File: src/rtl/bin2bcd_seq.sv
// ---------------------------------------------------------------------------
// bin2bcd_seq
// Sequential binary-to-BCD converter (shift-and-add-3, one bit per clock)
// that feeds the 7-segment decoder/scanner with packed BCD digits.
//
// Ports:
//   clk      in   system clock
//   rst      in   synchronous reset, active-high, highest priority
//   start    in   conversion request, sampled only while idle
//   bin_in   in   [BIN_W-1:0] binary value, captured with an accepted start
//   busy     out  high while the conversion is in progress
//   done     out  one-cycle pulse when bcd_out/overflow have been updated
//   bcd_out  out  [4*DIGITS-1:0] packed BCD, digit 0 in [3:0]
//   overflow out  value exceeded 10^DIGITS-1 (bcd_out saturated to all 9s)
// ---------------------------------------------------------------------------
module bin2bcd_seq #(
  parameter int BIN_W  = 20,
  parameter int DIGITS = 6
) (
  input  logic                  clk,
  input  logic                  rst,
  input  logic                  start,
  input  logic [BIN_W-1:0]      bin_in,
  output logic                  busy,
  output logic                  done,
  output logic [4*DIGITS-1:0]   bcd_out,
  output logic                  overflow
);

  localparam int BCD_W = 4 * DIGITS;
  localparam int CNT_W = $clog2(BIN_W) + 1;
  localparam logic [CNT_W-1:0] CNT_LAST = CNT_W'(BIN_W - 1);

  typedef enum logic [1:0] {
    ST_IDLE  = 2'd0,
    ST_SHIFT = 2'd1,
    ST_DONE  = 2'd2
  } state_t;

  // Adds 3 to every nibble that is 5 or more; nibbles are independent,
  // so no carry ever crosses a digit boundary.
  function automatic logic [BCD_W-1:0] add3_all(input logic [BCD_W-1:0] v);
    logic [BCD_W-1:0] r;
    logic [3:0]       nib;
    r = v;
    for (int i = 0; i < DIGITS; i++) begin
      nib = v[4*i +: 4];
      if (nib >= 4'd5) begin
        r[4*i +: 4] = nib + 4'd3;
      end else begin
        r[4*i +: 4] = nib;
      end
    end
    return r;
  endfunction

  state_t             state_r;
  state_t             state_nx_s;
  logic [BIN_W-1:0]   bin_shift_r;
  logic [BCD_W-1:0]   bcd_work_r;
  logic [CNT_W-1:0]   cnt_r;
  logic               ovf_work_r;

  logic [BCD_W-1:0]   bcd_adj_s;
  logic [BCD_W-1:0]   bcd_shift_s;
  logic               ovf_nx_s;
  logic               last_shift_s;
  logic               busy_nx_s;
  logic               done_nx_s;

  // One double-dabble step: add-3 correction, then shift in the next bin MSB.
  // The bit leaving the top nibble means the value no longer fits in DIGITS.
  always_comb begin
    bcd_adj_s    = add3_all(bcd_work_r);
    bcd_shift_s  = {bcd_adj_s[BCD_W-2:0], bin_shift_r[BIN_W-1]};
    ovf_nx_s     = ovf_work_r | bcd_adj_s[BCD_W-1];
    last_shift_s = (cnt_r == CNT_LAST);
  end

  // State register.
  always_ff @(posedge clk) begin
    if (rst) begin
      state_r <= ST_IDLE;
    end else begin
      state_r <= state_nx_s;
    end
  end

  // Next-state logic.
  always_comb begin
    state_nx_s = state_r;
    case (state_r)
      ST_IDLE: begin
        if (start) begin
          state_nx_s = ST_SHIFT;
        end else begin
          state_nx_s = ST_IDLE;
        end
      end
      ST_SHIFT: begin
        if (last_shift_s) begin
          state_nx_s = ST_DONE;
        end else begin
          state_nx_s = ST_SHIFT;
        end
      end
      ST_DONE: begin
        state_nx_s = ST_IDLE;
      end
      default: begin
        state_nx_s = ST_IDLE;
      end
    endcase
  end

  // Output decode from the next state so busy/done can be registered and
  // still line up with the state they describe.
  always_comb begin
    busy_nx_s = 1'b0;
    done_nx_s = 1'b0;
    case (state_nx_s)
      ST_SHIFT: begin
        busy_nx_s = 1'b1;
      end
      ST_DONE: begin
        done_nx_s = 1'b1;
      end
      default: begin
        busy_nx_s = 1'b0;
        done_nx_s = 1'b0;
      end
    endcase
  end

  // Registered handshake outputs.
  always_ff @(posedge clk) begin
    if (rst) begin
      busy <= 1'b0;
      done <= 1'b0;
    end else begin
      busy <= busy_nx_s;
      done <= done_nx_s;
    end
  end

  // Conversion datapath; bcd_out/overflow are loaded only by the final
  // shift (the edge entering DONE) so the display sees a stable value.
  always_ff @(posedge clk) begin
    if (rst) begin
      bin_shift_r <= '0;
      bcd_work_r  <= '0;
      cnt_r       <= '0;
      ovf_work_r  <= 1'b0;
      bcd_out     <= '0;
      overflow    <= 1'b0;
    end else begin
      case (state_r)
        ST_IDLE: begin
          if (start) begin
            bin_shift_r <= bin_in;
            bcd_work_r  <= '0;
            cnt_r       <= '0;
            ovf_work_r  <= 1'b0;
          end
        end
        ST_SHIFT: begin
          bcd_work_r  <= bcd_shift_s;
          bin_shift_r <= {bin_shift_r[BIN_W-2:0], 1'b0};
          cnt_r       <= cnt_r + CNT_W'(1);
          ovf_work_r  <= ovf_nx_s;
          if (last_shift_s) begin
            overflow <= ovf_nx_s;
            if (ovf_nx_s) begin
              bcd_out <= {DIGITS{4'h9}};
            end else begin
              bcd_out <= bcd_shift_s;
            end
          end
        end
        default: begin
          cnt_r <= cnt_r;
        end
      endcase
    end
  end

endmodule

File: config.mk
export PLATFORM = sky130hd
export DESIGN_NAME = bin2bcd_seq
export DESIGN_NICKNAME = d
export VERILOG_FILES = /design/src/rtl/bin2bcd_seq.sv
export SDC_FILE = /design/constraint.sdc
export NUM_CORES = 1
export LEC_CHECK = 0
export ABC_AREA = 1
export CORE_MARGIN = 1.5
export CORE_UTILIZATION = 45
export CTS_CLUSTER_DIAMETER = 100
export DETAILED_ROUTE_END_ITERATION = 6
export PLACE_DENSITY_LB_ADDON = 0.1
export SLEW_MARGIN = 10
export SYNTH_ARGS = -nofsm -noshare
export SYNTH_HDL_FRONTEND = slang
export SYNTH_SLANG_ARGS = --single-unit
export TNS_END_PERCENT = 30
File: constraint.sdc
create_clock -name clk -period 1.75 [get_ports clk]
set_input_delay 0.35 -clock clk [delete_from_list [all_inputs] [get_ports clk]]
set_output_delay 0.35 -clock clk [all_outputs]
set_load 0.05 [all_outputs]
# ---- After elaboration in Yosys (flattened, before gate mapping)
# Cells that the tools add are included.
dict set report word_totals {
  regBits 80
  wordCells 52
  input_bits 23
}
dict set report op_classes {
  order_cmp 6
  reduce_logical 4
  n_bitwise 1
  n_eq_ne 5
  mux 20
  n_addsub 7
}
# cell count
set op_table {}
lappend op_table {{24-bit two-way mux} 2}
lappend op_table {{24-bit case mux with 2 select lines} 1}
lappend op_table {{20-bit case mux with 2 select lines} 1}
lappend op_table {{4-bit by 2-bit adder with 4-bit output, second input constant} 6}
lappend op_table {{4-bit by 3-bit greater-or-equal comparator with 1-bit output, second input constant} 6}
lappend op_table {{4-bit two-way mux} 6}
lappend op_table {{20-bit two-way mux} 1}
lappend op_table {{6-bit case mux with 2 select lines} 1}
lappend op_table {{6-bit by 1-bit adder with 6-bit output, second input constant} 1}
lappend op_table {{6-bit by 5-bit == test with 1-bit output, second input constant} 1}
lappend op_table {{6-bit two-way mux} 1}
lappend op_table {{2-bit by 1-bit == test with 1-bit output, second input constant} 2}
lappend op_table {{1-bit two-way mux} 4}
lappend op_table {{2-bit case mux with 2 select lines} 1}
lappend op_table {{2-bit AND reduction} 2}
lappend op_table {{2-bit == test, second input constant} 1}
lappend op_table {{2-bit logical NOT} 1}
lappend op_table {{2-bit two-way mux} 1}
lappend op_table {{2-bit inequality test, second input constant} 1}
lappend op_table {{1-bit case mux with 2 select lines} 1}
lappend op_table {{2-bit nonzero test} 1}
lappend op_table {{1-bit bitwise OR} 1}

# ---- Longest topological paths before layout
# Gate-level depths: netlist (run 1).
dict set report logic_depth {
  ltp_word 5
  mapped_depth 12
  depth_no_buf 11
}

# ---- Worst setup path before layout (run 1)
# Ideal clock, no wire load.
dict set report synth_timing {
  path_kind {flip-flop to flip-flop}
  start {register bcd_work_r[20]}
  end {register bcd_out[11]}
  slack_ns 0.314
  path_stages_with_launch 13
  arrival_ns 1.324
  n_path_buf 1
  setup_time_ns 0.112
  period_less_slack_ns 1.436
  path_cell_list {dfxtp_1 -> inv_1 -> ha_1 -> inv_1 -> nand2_2 -> nand2_1 -> nand2_1 -> nor2_4 -> nor2_4 -> nand2_4 -> buf_6 -> o21ai_2 -> inv_1}
}
dict set report synth_between {
  elab_chain_len 4
  word_cells_on_any_way 5
  classes_between {1 x add/sub; 1 x order compare; 2 x mux; 1 x bitwise}
}
# element line
set synth_rtl {}
lappend synth_rtl {{from (decl)} 60} ;# logic [BCD_W-1:0] bcd_work_r;
lappend synth_rtl {{from (signal assigned)} 167} ;# bcd_work_r <= bcd_shift_s;
lappend synth_rtl {{4-bit by 2-bit adder with 4-bit output / 4-bit by 3-bit greater-or-equal comparator with 1-bit output (equally long branches)} {49, 48}}
lappend synth_rtl {{4-bit two-way mux (*)} 48} ;# if (nib >= 4'd5) begin
lappend synth_rtl {{1-bit bitwise OR (*)} 76} ;# ovf_nx_s = ovf_work_r | bcd_adj_s[BCD_W-1];
lappend synth_rtl {{24-bit two-way mux (*)} 173} ;# if (ovf_nx_s) begin
lappend synth_rtl {{to (signal assigned)} 174} ;# bcd_out <= {DIGITS{4'h9}};
lappend synth_rtl {{to (signal assigned)} 176} ;# bcd_out <= bcd_shift_s;
lappend synth_rtl {{to (decl)} 26} ;# output logic [4*DIGITS-1:0] bcd_out,
# Mark *: on every way between the ends. The rest lies on a longest branch, timed or not.
# A chain may end at the register's enable or synchronous reset.

# ---- Worst setup path in the final report (run 1)
dict set report layout_timing {
  start {register bcd_work_r[21]}
  end {register bcd_out[23]}
}
dict set report layout_between {
  elab_chain_len 4
  word_cells_on_any_way 5
  classes_between {1 x add/sub; 1 x order compare; 2 x mux; 1 x bitwise}
}
# element line
set layout_rtl {}
lappend layout_rtl {{4-bit by 2-bit adder with 4-bit output / 4-bit by 3-bit greater-or-equal comparator with 1-bit output (equally long branches)} {49, 48}}
lappend layout_rtl {{4-bit two-way mux (*)} 48}
lappend layout_rtl {{1-bit bitwise OR} 76}
lappend layout_rtl {{24-bit two-way mux (*)} 173}
# Marks and branches as above.

==> results of run 1 <==
worst max path at each step:
| stage | from | endpoint | slack, ps |
|---|---|---|---|
| floorplan | bcd_work_r[20] | bcd_out[11] | 310 |
| global placement | start | bcd_work_r[8] | 90 |
| detailed placement | start | bcd_work_r[13] | 30 |
| finish | bcd_work_r[21] | bcd_out[23] | 180 |
| global route | bcd_work_r[21] | bcd_out[13] | 5 |
| CTS | bcd_work_r[20] | bcd_out[7] | 80 |
power by group through the flow:
stage               registers (mW)  logic, mW  clock network [mW]
finish                        1.87      0.272                1.41
global route                  1.88      0.302                1.52
CTS                           1.88      0.274                1.45
detailed placement            1.92      0.273                   0
global placement              1.92      0.271                   0
floorplan                     1.92      0.151                   0
cells in the mapped netlist:
master and count:
buf_6 2, nor2_2 2, a22oi_1 5, a21oi_2 8
nand2_4 1, nand3_1 19, dfxtp_1 80, nand2_1 161
o211ai_1 3, nand2_2 4, nor3_1 1, buf_4 1
xor2_1 2, ha_1 13, o21ai_0 37, nor2_1 27
nand3_2 5, buf_2 9, inv_1 60, buf_8 2
clkbuf_1 7, nor2_4 3, inv_2 2, a31oi_1 12
nand4_2 1, o21ai_2 4, inv_4 1, nand4_1 6
or2_2 1, a21oi_1 42, buf_1 3
routing by layer:
| layer | routed length, um | part of all wire (%) | track usage, % | up-vias |
|---|---|---|---|---|
| met3 | 294 | 3.6 | 3.462 | 12 |
| met5 | 0 | 0 | 0 | - |
| met1 | 3919 | 48 | 24.95 | 1521 |
| met4 | 148 | 1.8 | 7.836 | 0 |
| met2 | 3834 | 47 | 33.27 | 65 |
| li1 | - | - | - | 1784 |
stage by stage:
step | hold WS (ps) | setup slack (ps) | instances
2_1_floorplan | 440.1 | 314.3 | 524
3_3_place_gp | 450.5 | 90.20 | 668
3_5_place_dp | 456.7 | 33.15 | 668
4_1_cts | 431.8 | 80.33 | 684
5_1_grt | 466.4 | 5.017 | 684
6_report | 432.4 | 177.1 | 684
cells by family after synthesis:
| group | count (synthesis) |
|---|---|
| adders and majority gates | 13 |
| buffers and inverters | 87 |
| xor gates and xnor gates | 2 |
| and+or+nand+nor | 231 |
| AOI/OAI and AO/OA | 111 |
| DFF | 80 |
cell type report:
class,count,area (um2)
multi-input cells,357,1810
fillers,796,3586
clock buffers,12,155.1
inverters,63,239.0
clock inverters,4,52.55
flip-flops and latches,80,1603
repair buffers,63,598.1
well taps,105,131.4
worst max-delay path, stage by stage (launching register included):
cell	delay, ps
dfxtp_1	370
inv_1	90
ha_1	200
inv_1	70
nand2_2	80
nand2_1	70
nand2_1	70
nor2_4	100
nor2_4	50
nand2_4	150
inv_1	110
a21oi_1	140
flip-flops by register name, indices dropped and copies added, names as in the netlist:
name,flops
ovf_work_r,1
bcd_work_r,24
state_r,2
overflow,1
done,1
cnt_r,6
busy,1
bcd_out,24
bin_shift_r,20
==> flow_summary.yaml, run 1 <==
sta:
  max-slew-margin-rel_pct: 68.05
  worst_pin_slew_ps: 479.3
  fin_crit_sh_pct: 89.88
  setup_viol: 0
  hold_viol: 0
  fin_crit_ps: 1573
  rsz0062_at_grt: "false"
  max_freq_mhz: 635.8
  setup_tns_ps: 0
  maxSlewViolCount: 0
  skew_ps: 8.624
synthesis:
  synth_cells: 524
  synth_top_family_by_area: "simple AND/OR/NAND/NOR gates"
  synth_simple_gate_area_share_pct: 26.22
  synth_xor_area_share_pct: 0.4617
  ys_types: 31
  synth_top_area_share_pct: 42.22
  ys_seq_elements: 80
  synth_compound_area_share_pct: 16.75
  yosys.area_share.adder_pct: 4.288
  synth.cell_area_um2: 3794
  synth_area_leaders: "dfxtp_1 42%, nand2_1 16%, inv_1 5.9%"
  synth_seq_area_share_pct: 42.22
  syn_area_per_cell_um2: 7.240
  syn_nets: 560
  muxShareOfSynthArea_pct: 0
  yosys.area.top_type: "dfxtp_1"
  yosysWarningCount: 0
clock_network:
  clockRootBuffer: "clkbuf_8"
  cts-htree-levels: 3
  clock_latency_ps: 350
  cts.sinks: 80
  hold_buffers: 0
  clockBufferDepth: 2
  cts_resized: 0
  cts_tree: "done"
  path_clk_slew_ps: 90
  cts_setup_buffers: 0
  cts_buffers: 9
floorplanning:
  dieArea_um2: 8990
  die_height_um: 94.82
  start_util_pct: 46.40
  core_um2: 8175
  dieWidth_um: 94.82
  pin_count: 50
  num_rows: 33
outcome:
  outcome: "complete, no violations"
final_layout:
  drive_above_1_share_pct: 15.54
  final_cell_mix: "161 x nand2_1, 79 x dfxtp_1, 60 x inv_1, 42 x a21oi_1, 36 x o21ai_0"
  design_area_um2: 4589
  utilization_pct: 56.14
  layout_commonest_cell: "nand2_1"
  fin_nets: 610
  areaGrowthSynthToFinish_pct: 20.98
  antenna-diode-count: 0
worst_setup_path:
  rr_endpoint: "bcd_out[23]"
  r2r_cells: 11
  path_max_fanout: 11
  reg2reg_slack_ps: 180
  arrival_ps: 1850
  crit_type: "reg -> reg"
  start_kind: "register"
  critPathRequiredTime_ps: 2030
  r2r_start: "bcd_work_r[21]"
  cp-end-kind: "register"
worst_hold_path:
  min_path_type: "in -> reg"
  min_path_cells: 4
  min_to: "bin_shift_r[2]"
  min_from: "rst"
power:
  pwr-share-comb_pct: 7.6
  net-switching-power_mw: 0.8420
  total_power_mw: 3.553
  pwr-share-clk_pct: 39.6
  power-per-cell-area_nw_per_um2: 774.1
  p_int_mw: 2.711
  power_frac_seq_pct: 52.8
  peakVddDrop_uv: 383.1
  p_leak_nw: 1.912
  swShare_pct: 23.70
route:
  drt-wirelength-per-cell_um: 11.98
  drt_pass1_iterations: 5
  viasPerCell: 4.944
  via_count: 3382
  wirelength_um: 8196
  drt_iter0_markers: 134
  postRouteAntennaNets: 0
  drc: 0
place:
  hpwl_um: 5597
  gp_congestion: 0.8686
  numPortBuffers: 49
  placed_area_um2: 4380
grt:
  grt_pass1_wl_um: 14100
  grt_max_degree: 55
  track_usage_pct: 19.77
  grt_pass1_vias: 3183
  overflow: 0
  antenna_found_initial: 0
run:
  cap_viol_max_count: 0
No activity file was read; power rests on OpenSTA's default activity.
==> run 2, diff against run 1 <==
--- a/config.mk
+++ b/config.mk
@@ -6,6 +6,7 @@
 export NUM_CORES = 1
 export LEC_CHECK = 0
 export ABC_AREA = 1
+export ABC_CLOCK_PERIOD_IN_PS = 1750
 export CORE_MARGIN = 1.5
 export CORE_UTILIZATION = 45
 export CTS_CLUSTER_DIAMETER = 100
==> results of run 2 <==
The final DEF is identical to that of run 1; final timing and power are the same.
